--- config.mk ---
export PLATFORM = sky130hd
export DESIGN_NAME = ws2812b_rx
export DESIGN_NICKNAME = d
export VERILOG_FILES = /design/src/rtl/ws2812b_pkg.sv /design/src/rtl/ws2812b_rx_sync.sv /design/src/rtl/ws2812b_rx.sv
export SDC_FILE = /design/constraint.sdc
export NUM_CORES = 1
export LEC_CHECK = 0
export ABC_AREA = 1
export CORE_MARGIN = 5
export CORE_UTILIZATION = 55
export CTS_BUF_LIST = sky130_fd_sc_hd__clkbuf_16
export DETAILED_ROUTE_END_ITERATION = 8
export PLACE_DENSITY = 0.82
export REMOVE_ABC_BUFFERS = 1
export SKIP_LAST_GASP = 1
export SLEW_MARGIN = 20
export SYNTH_ARGS = -nofsm -noshare
export SYNTH_HDL_FRONTEND = slang
export SYNTH_SLANG_ARGS = --single-unit
--- constraint.sdc ---
create_clock -name clk -period 4.4 [get_ports clk]
set_input_delay 0.44 -clock clk [delete_from_list [all_inputs] [get_ports clk]]
set_output_delay 0.44 -clock clk [all_outputs]
set_load 0.005 [all_outputs]
--- src/rtl/ws2812b_pkg.sv ---
// WS2812B timing at 27 MHz, shared by the transmitter and the receiver.
// Holds bit/reset timings, receiver decode thresholds and the receiver state encoding.
package ws2812b_pkg;

  // Transmit-side bit timings in 27 MHz cycles
  localparam int T0H = 9;
  localparam int T0L = 22;
  localparam int T1H = 19;
  localparam int T1L = 16;
  localparam int RES = 1080;

  // Receiver decode thresholds in 27 MHz cycles
  localparam int T_BIT_THRESH = 14;
  localparam int T_HIGH_MIN   = 4;
  localparam int T_HIGH_MAX   = 40;
  localparam int RES_DET      = 1080;
  localparam int CNT_W        = 11;

  localparam int PIXEL_BITS = 24;

  typedef enum logic [1:0] {
    WAIT_RESET = 2'd0,
    IDLE       = 2'd1,
    HIGH       = 2'd2,
    LOW        = 2'd3
  } rx_state_t;

  function automatic int bit_high_cycles(input logic b);
    return b ? T1H : T0H;
  endfunction

  function automatic int bit_low_cycles(input logic b);
    return b ? T1L : T0L;
  endfunction

endpackage

--- src/rtl/ws2812b_rx_sync.sv ---
// Brings the asynchronous line into clk with two flops and flags its edges.
// din_s lags din by 2 cycles; rise/fall are combinational from din_s and its 1-cycle delay.
module ws2812b_rx_sync (
  input  logic clk,
  input  logic rst_n,
  input  logic din,
  output logic din_s,
  output logic rise,
  output logic fall
);

  logic din_meta;
  logic din_d;

  always_ff @(posedge clk) begin
    if (!rst_n) begin
      din_meta <= 1'b0;
      din_s    <= 1'b0;
      din_d    <= 1'b0;
    end else begin
      din_meta <= din;
      din_s    <= din_meta;
      din_d    <= din_s;
    end
  end

  assign rise = din_s & ~din_d;
  assign fall = ~din_s & din_d;

endmodule

--- src/rtl/ws2812b_rx.sv ---
// WS2812B receiver node: decodes the first 24 bits of a frame into a GRB pixel and forwards the rest.
// Pixel/status pulses appear one cycle after the deciding line edge; din to dout is 3 cycles; no backpressure.
module ws2812b_rx #(
  parameter int T_BIT_THRESH = ws2812b_pkg::T_BIT_THRESH,
  parameter int T_HIGH_MIN   = ws2812b_pkg::T_HIGH_MIN,
  parameter int T_HIGH_MAX   = ws2812b_pkg::T_HIGH_MAX,
  parameter int RES_DET      = ws2812b_pkg::RES_DET,
  parameter int CNT_W        = ws2812b_pkg::CNT_W
) (
  input  logic        clk,
  input  logic        rst_n,
  input  logic        din,
  output logic        dout,
  output logic [23:0] pixel_data,
  output logic        pixel_valid,
  output logic        frame_end,
  output logic        err,
  output logic        rx_active
);

  import ws2812b_pkg::*;

  localparam logic [CNT_W-1:0] BIT_THRESH = CNT_W'(T_BIT_THRESH);
  localparam logic [CNT_W-1:0] HIGH_MIN   = CNT_W'(T_HIGH_MIN);
  localparam logic [CNT_W-1:0] HIGH_MAX   = CNT_W'(T_HIGH_MAX);
  localparam logic [CNT_W-1:0] LOW_END    = CNT_W'(RES_DET - 1);
  localparam logic [CNT_W-1:0] CNT_ONE    = CNT_W'(1);
  localparam logic [4:0]       PIX_BITS   = 5'(PIXEL_BITS);
  localparam logic [4:0]       LAST_BIT   = 5'(PIXEL_BITS - 1);

  logic din_s;
  logic rise;
  logic fall;

  rx_state_t        state;
  logic [CNT_W-1:0] hi_cnt;
  logic [CNT_W-1:0] lo_cnt;
  logic [4:0]       bit_cnt;
  logic [22:0]      shreg;
  logic             fwd;
  logic             rx_bit;

  ws2812b_rx_sync u_sync (
    .clk   (clk),
    .rst_n (rst_n),
    .din   (din),
    .din_s (din_s),
    .rise  (rise),
    .fall  (fall)
  );

  assign rx_bit = (hi_cnt >= BIT_THRESH);

  always_ff @(posedge clk) begin
    if (!rst_n) begin
      state       <= WAIT_RESET;
      hi_cnt      <= '0;
      lo_cnt      <= '0;
      bit_cnt     <= '0;
      shreg       <= '0;
      fwd         <= 1'b0;
      dout        <= 1'b0;
      pixel_data  <= '0;
      pixel_valid <= 1'b0;
      frame_end   <= 1'b0;
      err         <= 1'b0;
      rx_active   <= 1'b0;
    end else begin
      pixel_valid <= 1'b0;
      frame_end   <= 1'b0;
      err         <= 1'b0;
      dout        <= fwd & din_s;

      case (state)
        // Wait out a full reset gap so decoding never starts inside a frame
        WAIT_RESET: begin
          if (din_s) begin
            lo_cnt <= '0;
          end else if (lo_cnt >= LOW_END) begin
            state <= IDLE;
          end else begin
            lo_cnt <= lo_cnt + 1'b1;
          end
        end

        IDLE: begin
          if (rise) begin
            state     <= HIGH;
            hi_cnt    <= CNT_ONE;
            rx_active <= 1'b1;
          end
        end

        HIGH: begin
          if (hi_cnt >= HIGH_MAX) begin
            err       <= 1'b1;
            rx_active <= 1'b0;
            fwd       <= 1'b0;
            bit_cnt   <= '0;
            lo_cnt    <= '0;
            state     <= WAIT_RESET;
          end else if (fall) begin
            if (hi_cnt < HIGH_MIN) begin
              err <= 1'b1;
            end else if (bit_cnt < PIX_BITS) begin
              shreg   <= {shreg[21:0], rx_bit};
              bit_cnt <= bit_cnt + 1'b1;
              if (bit_cnt == LAST_BIT) begin
                pixel_data  <= {shreg, rx_bit};
                pixel_valid <= 1'b1;
                fwd         <= 1'b1;
              end
            end
            lo_cnt <= CNT_ONE;
            state  <= LOW;
          end else begin
            hi_cnt <= hi_cnt + 1'b1;
          end
        end

        LOW: begin
          if (rise) begin
            state  <= HIGH;
            hi_cnt <= CNT_ONE;
          end else if (lo_cnt >= LOW_END) begin
            frame_end <= 1'b1;
            rx_active <= 1'b0;
            fwd       <= 1'b0;
            // A frame cut short before a full pixel is a protocol error
            if (bit_cnt != '0 && bit_cnt < PIX_BITS) begin
              err <= 1'b1;
            end
            bit_cnt <= '0;
            state   <= IDLE;
          end else begin
            lo_cnt <= lo_cnt + 1'b1;
          end
        end

        default: begin
          state <= WAIT_RESET;
        end
      endcase
    end
  end

endmodule

==> impl_metrics.py <==
metrics = {
    "clock_network": {
        "root_buffer": "clkbuf_16",
        "h-tree-depth": 3,
        "holdBufCountCts": 0,
        "cts_buffers": 9,
        "insertion_delay_ns": 0.34,
        "cts_resized": 0,
        "cts.path.max_buffers": 2,
        "clk_transition_reported_paths_ns": 0.07,
        "post_cts_buffers": 0,
        "cts_tree": "done",
        "cts.sinks": 85,
    },
    "critical_path": {
        "path_class": "register to register",
        "rrSetupSlack_ns": 2.19,
        "cp_max_fo": 25,
        "cp-start-kind": "register",
        "reg2reg_to": "pixel_data[20]",
        "max_stage_delay_ns": 0.50,
        "ff2ff_path_depth": 8,
        "timing.rr.start": "bit_cnt[0]",
        "path_cells": "ha_1, nand2_1, nor3_1, inv_1, nor2_4, nand3_4, nand2_1, a21oi_1",
        "path_common_cell": "nand2_1",
        "worst_path_max_delay_cell": "nor2_4",
        "critPathRequiredTime_ns": 4.62,
        "endpoint_kind": "register",
        "cp.arrival_ns": 2.43,
    },
    "status": {
        "outcome": "finished, final reports clean",
    },
    "route": {
        "via_per_inst": 5.37,
        "drt_wl_total_um": 8080,
        "routed-wl-met2_um": 3970,
        "wl_met3_um": 368,
        "top_layer": "met4",
        "drt-met1-wl_um": 3630,
        "vias": 3333,
        "first_pass_iters": 4,
        "drt_iter0_drc": 201,
        "wl_per_cell_um": 13.0,
        "ant_nets": 0,
        "drcViolationCount": 0,
    },
    "timing": {
        "setup_violations": 0,
        "fin_crit_sh": 0.501,
        "fin_crit_ns": 2.21,
        "slew_violations": 0,
        "slew_headroom": 0.541,
        "hold_violations": 0,
        "tightest_slew_ns": 0.687,
        "finalSetupTns_ns": 0,
        "skew_ns": 0.00891,
        "rsz0062_at_grt": "no",
        "timing.fmax_mhz": 453,
    },
    "hold_path": {
        "holdPathStages": 2,
        "hold_class": "register to register",
        "holdPathEnd": "u_sync.din_s",
        "hp-start": "u_sync.din_meta",
    },
    "synth": {
        "syn_area_um2": 3790,
        "synth_seq_cells": 85,
        "async_flop_share": 0,
        "yosysUniqueCellTypes": 31,
        "synth_top_area_cell": "dfxtp_1",
        "syn-mean-instance-area_um2": 7.42,
        "synthTopCellsByArea": "dfxtp_1, nand2_1, nor2_1",
        "synth_top_area_frac": 0.449,
        "ys.flop_type": "dfxtp_1",
        "yosysMostFrequentCell": "nand2_1",
        "synth-warning-count": 0,
        "synth.yosys.seq_area_share": 0.449,
        "synth_edf_count": 0,
        "ys_top_cells_by_count": "nand2_1, nor2_1, dfxtp_1, a21oi_1, inv_1",
        "synth_cells": 510,
    },
    "finish": {
        "final_cells": 621,
        "fillers": 558,
        "drive_above_1_share": 0.0961,
        "area_growth_pct": 15.8,
        "n_antenna_cell": 0,
        "nets": 544,
    },
    "pwr": {
        "p_leak_nw": 1.71,
        "p_per_area_nw_per_um2": 348,
        "ir_worst_vdd_mv": 0.266,
    },
    "global_routing": {
        "grtUsageTotal": 0.204,
        "grt_pass1_vias": 3242,
        "overflow": 0,
        "grt_start_max_net_pins": 26,
        "antenna_found_initial": 0,
        "grt_first_pass_wirelength_um": 14400,
    },
    "placement": {
        "dpl.cell_count": 605,
        "hpwlAfterDp_um": 5340,
        "numPortBuffers": 31,
        "finalWeightedCongestion": 0.867,
    },
    "floorplanning": {
        "start_util": 0.560,
        "pin_count": 32,
        "die-area_um2": 8640,
        "core_area_um2": 6760,
        "die_w_um": 93.0,
        "die_y_um": 93.0,
        "std_cell_rows": 30,
    },
    "job": {
        "maxCapViolations": 0,
    },
}
==> power by group <==
group | switching (W) | leakage [nW] | internal [W]
logic | 0.0000241 | 0.893 | 0.0000111
clock network | 0.000324 | 0.132 | 0.000390
registers | 0.00000265 | 0.685 | 0.000773
==> final cells by class <==
cell class | instances | area [um2] | share of cell area
Multi-Input combinational cell | 357 | 1780 | 0.406
Sequential cell | 85 | 1700 | 0.388
Timing Repair Buffer | 35 | 340 | 0.0776
Clock buffer | 9 | 225 | 0.0514
Inverter | 48 | 180 | 0.0411
Tap cell | 80 | 100 | 0.0228
Clock inverter | 7 | 56.3 | 0.0128
==> critical path: cells and delay by family, from the launching register on <==
kind                       cells  cell delay (ns)
and+or+nand+nor                5             1.28
DFF                            1             0.38
adders and majority gates      1             0.21
buffers and inverters          1             0.13
AOI/OAI and AO/OA              1             0.08
==> kinds of logic after synthesis <==
kind of cell,synth area share
AOI/OAI and AO/OA,0.107
xor gates and xnor gates,0.00463
adders and majority gates,0.0165
buffers and inverters,0.0803
DFF,0.449
and+or+nand+nor,0.342
==> registers in the layout (all words and copies together), names as in the netlist <==
name / flops
pixel_data: 24
shreg: 23
hi_cnt: 11
lo_cnt: 11
bit_cnt: 5
state: 2
dout: 1
err: 1
frame_end: 1
fwd: 1
pixel_valid: 1
rx_active: 1
u_sync.din_d: 1
u_sync.din_meta: 1
u_sync.din_s: 1
==> stage by stage <==
step	setup WS [ns]	util	area, um2	hold WS [ns]	power, W
final	2.19	0.649	4380	0.429	0.00152
after global routing	1.93	0.649	4380	0.467	0.00157
after CTS	2.17	0.649	4380	0.431	0.00154
after detailed placement	2.20	0.607	4100	0.407	0.000827
after global placement	2.25	0.607	4100	0.398	0.000826
after floorplan	2.41	-	3660	0.390	0.000813
==> per-layer routing <==
metal  GRT usage  vias up
li1            -     1725
met1       0.252     1529
met2       0.339       70
met3      0.0595        9
met4      0.0720        0
met5           0        -
==> cell usage in the layout, fill, tap and decap left out, types with 5 or more instances in the layout <==
master,synthesis,final
a21oi_1,41,41
clkbuf_16,0,9
clkdlybuf4s50_1,0,31
dfxtp_1,85,85
ha_1,5,5
inv_1,39,39
inv_2,8,8
nand2_1,95,95
nand3_1,21,21
nand3_2,5,5
nand4_1,29,29
nor2_1,88,88
nor2_2,5,5
nor3_1,10,10
o21ai_0,37,37
==> worst max-delay path by stage <==
stage	depth (start not counted)	slack, ns	from	to
after global placement	5	2.25	rst_n	frame_end
after CTS	8	2.17	bit_cnt[0]	pixel_data[20]
after floorplan	6	2.41	u_sync.din_s	pixel_data[0]
after global routing	8	1.93	bit_cnt[0]	pixel_data[20]
after detailed placement	5	2.20	rst_n	frame_end
final	8	2.19	bit_cnt[0]	pixel_data[20]
Note: power is estimated with default switching activity, not from simulation.
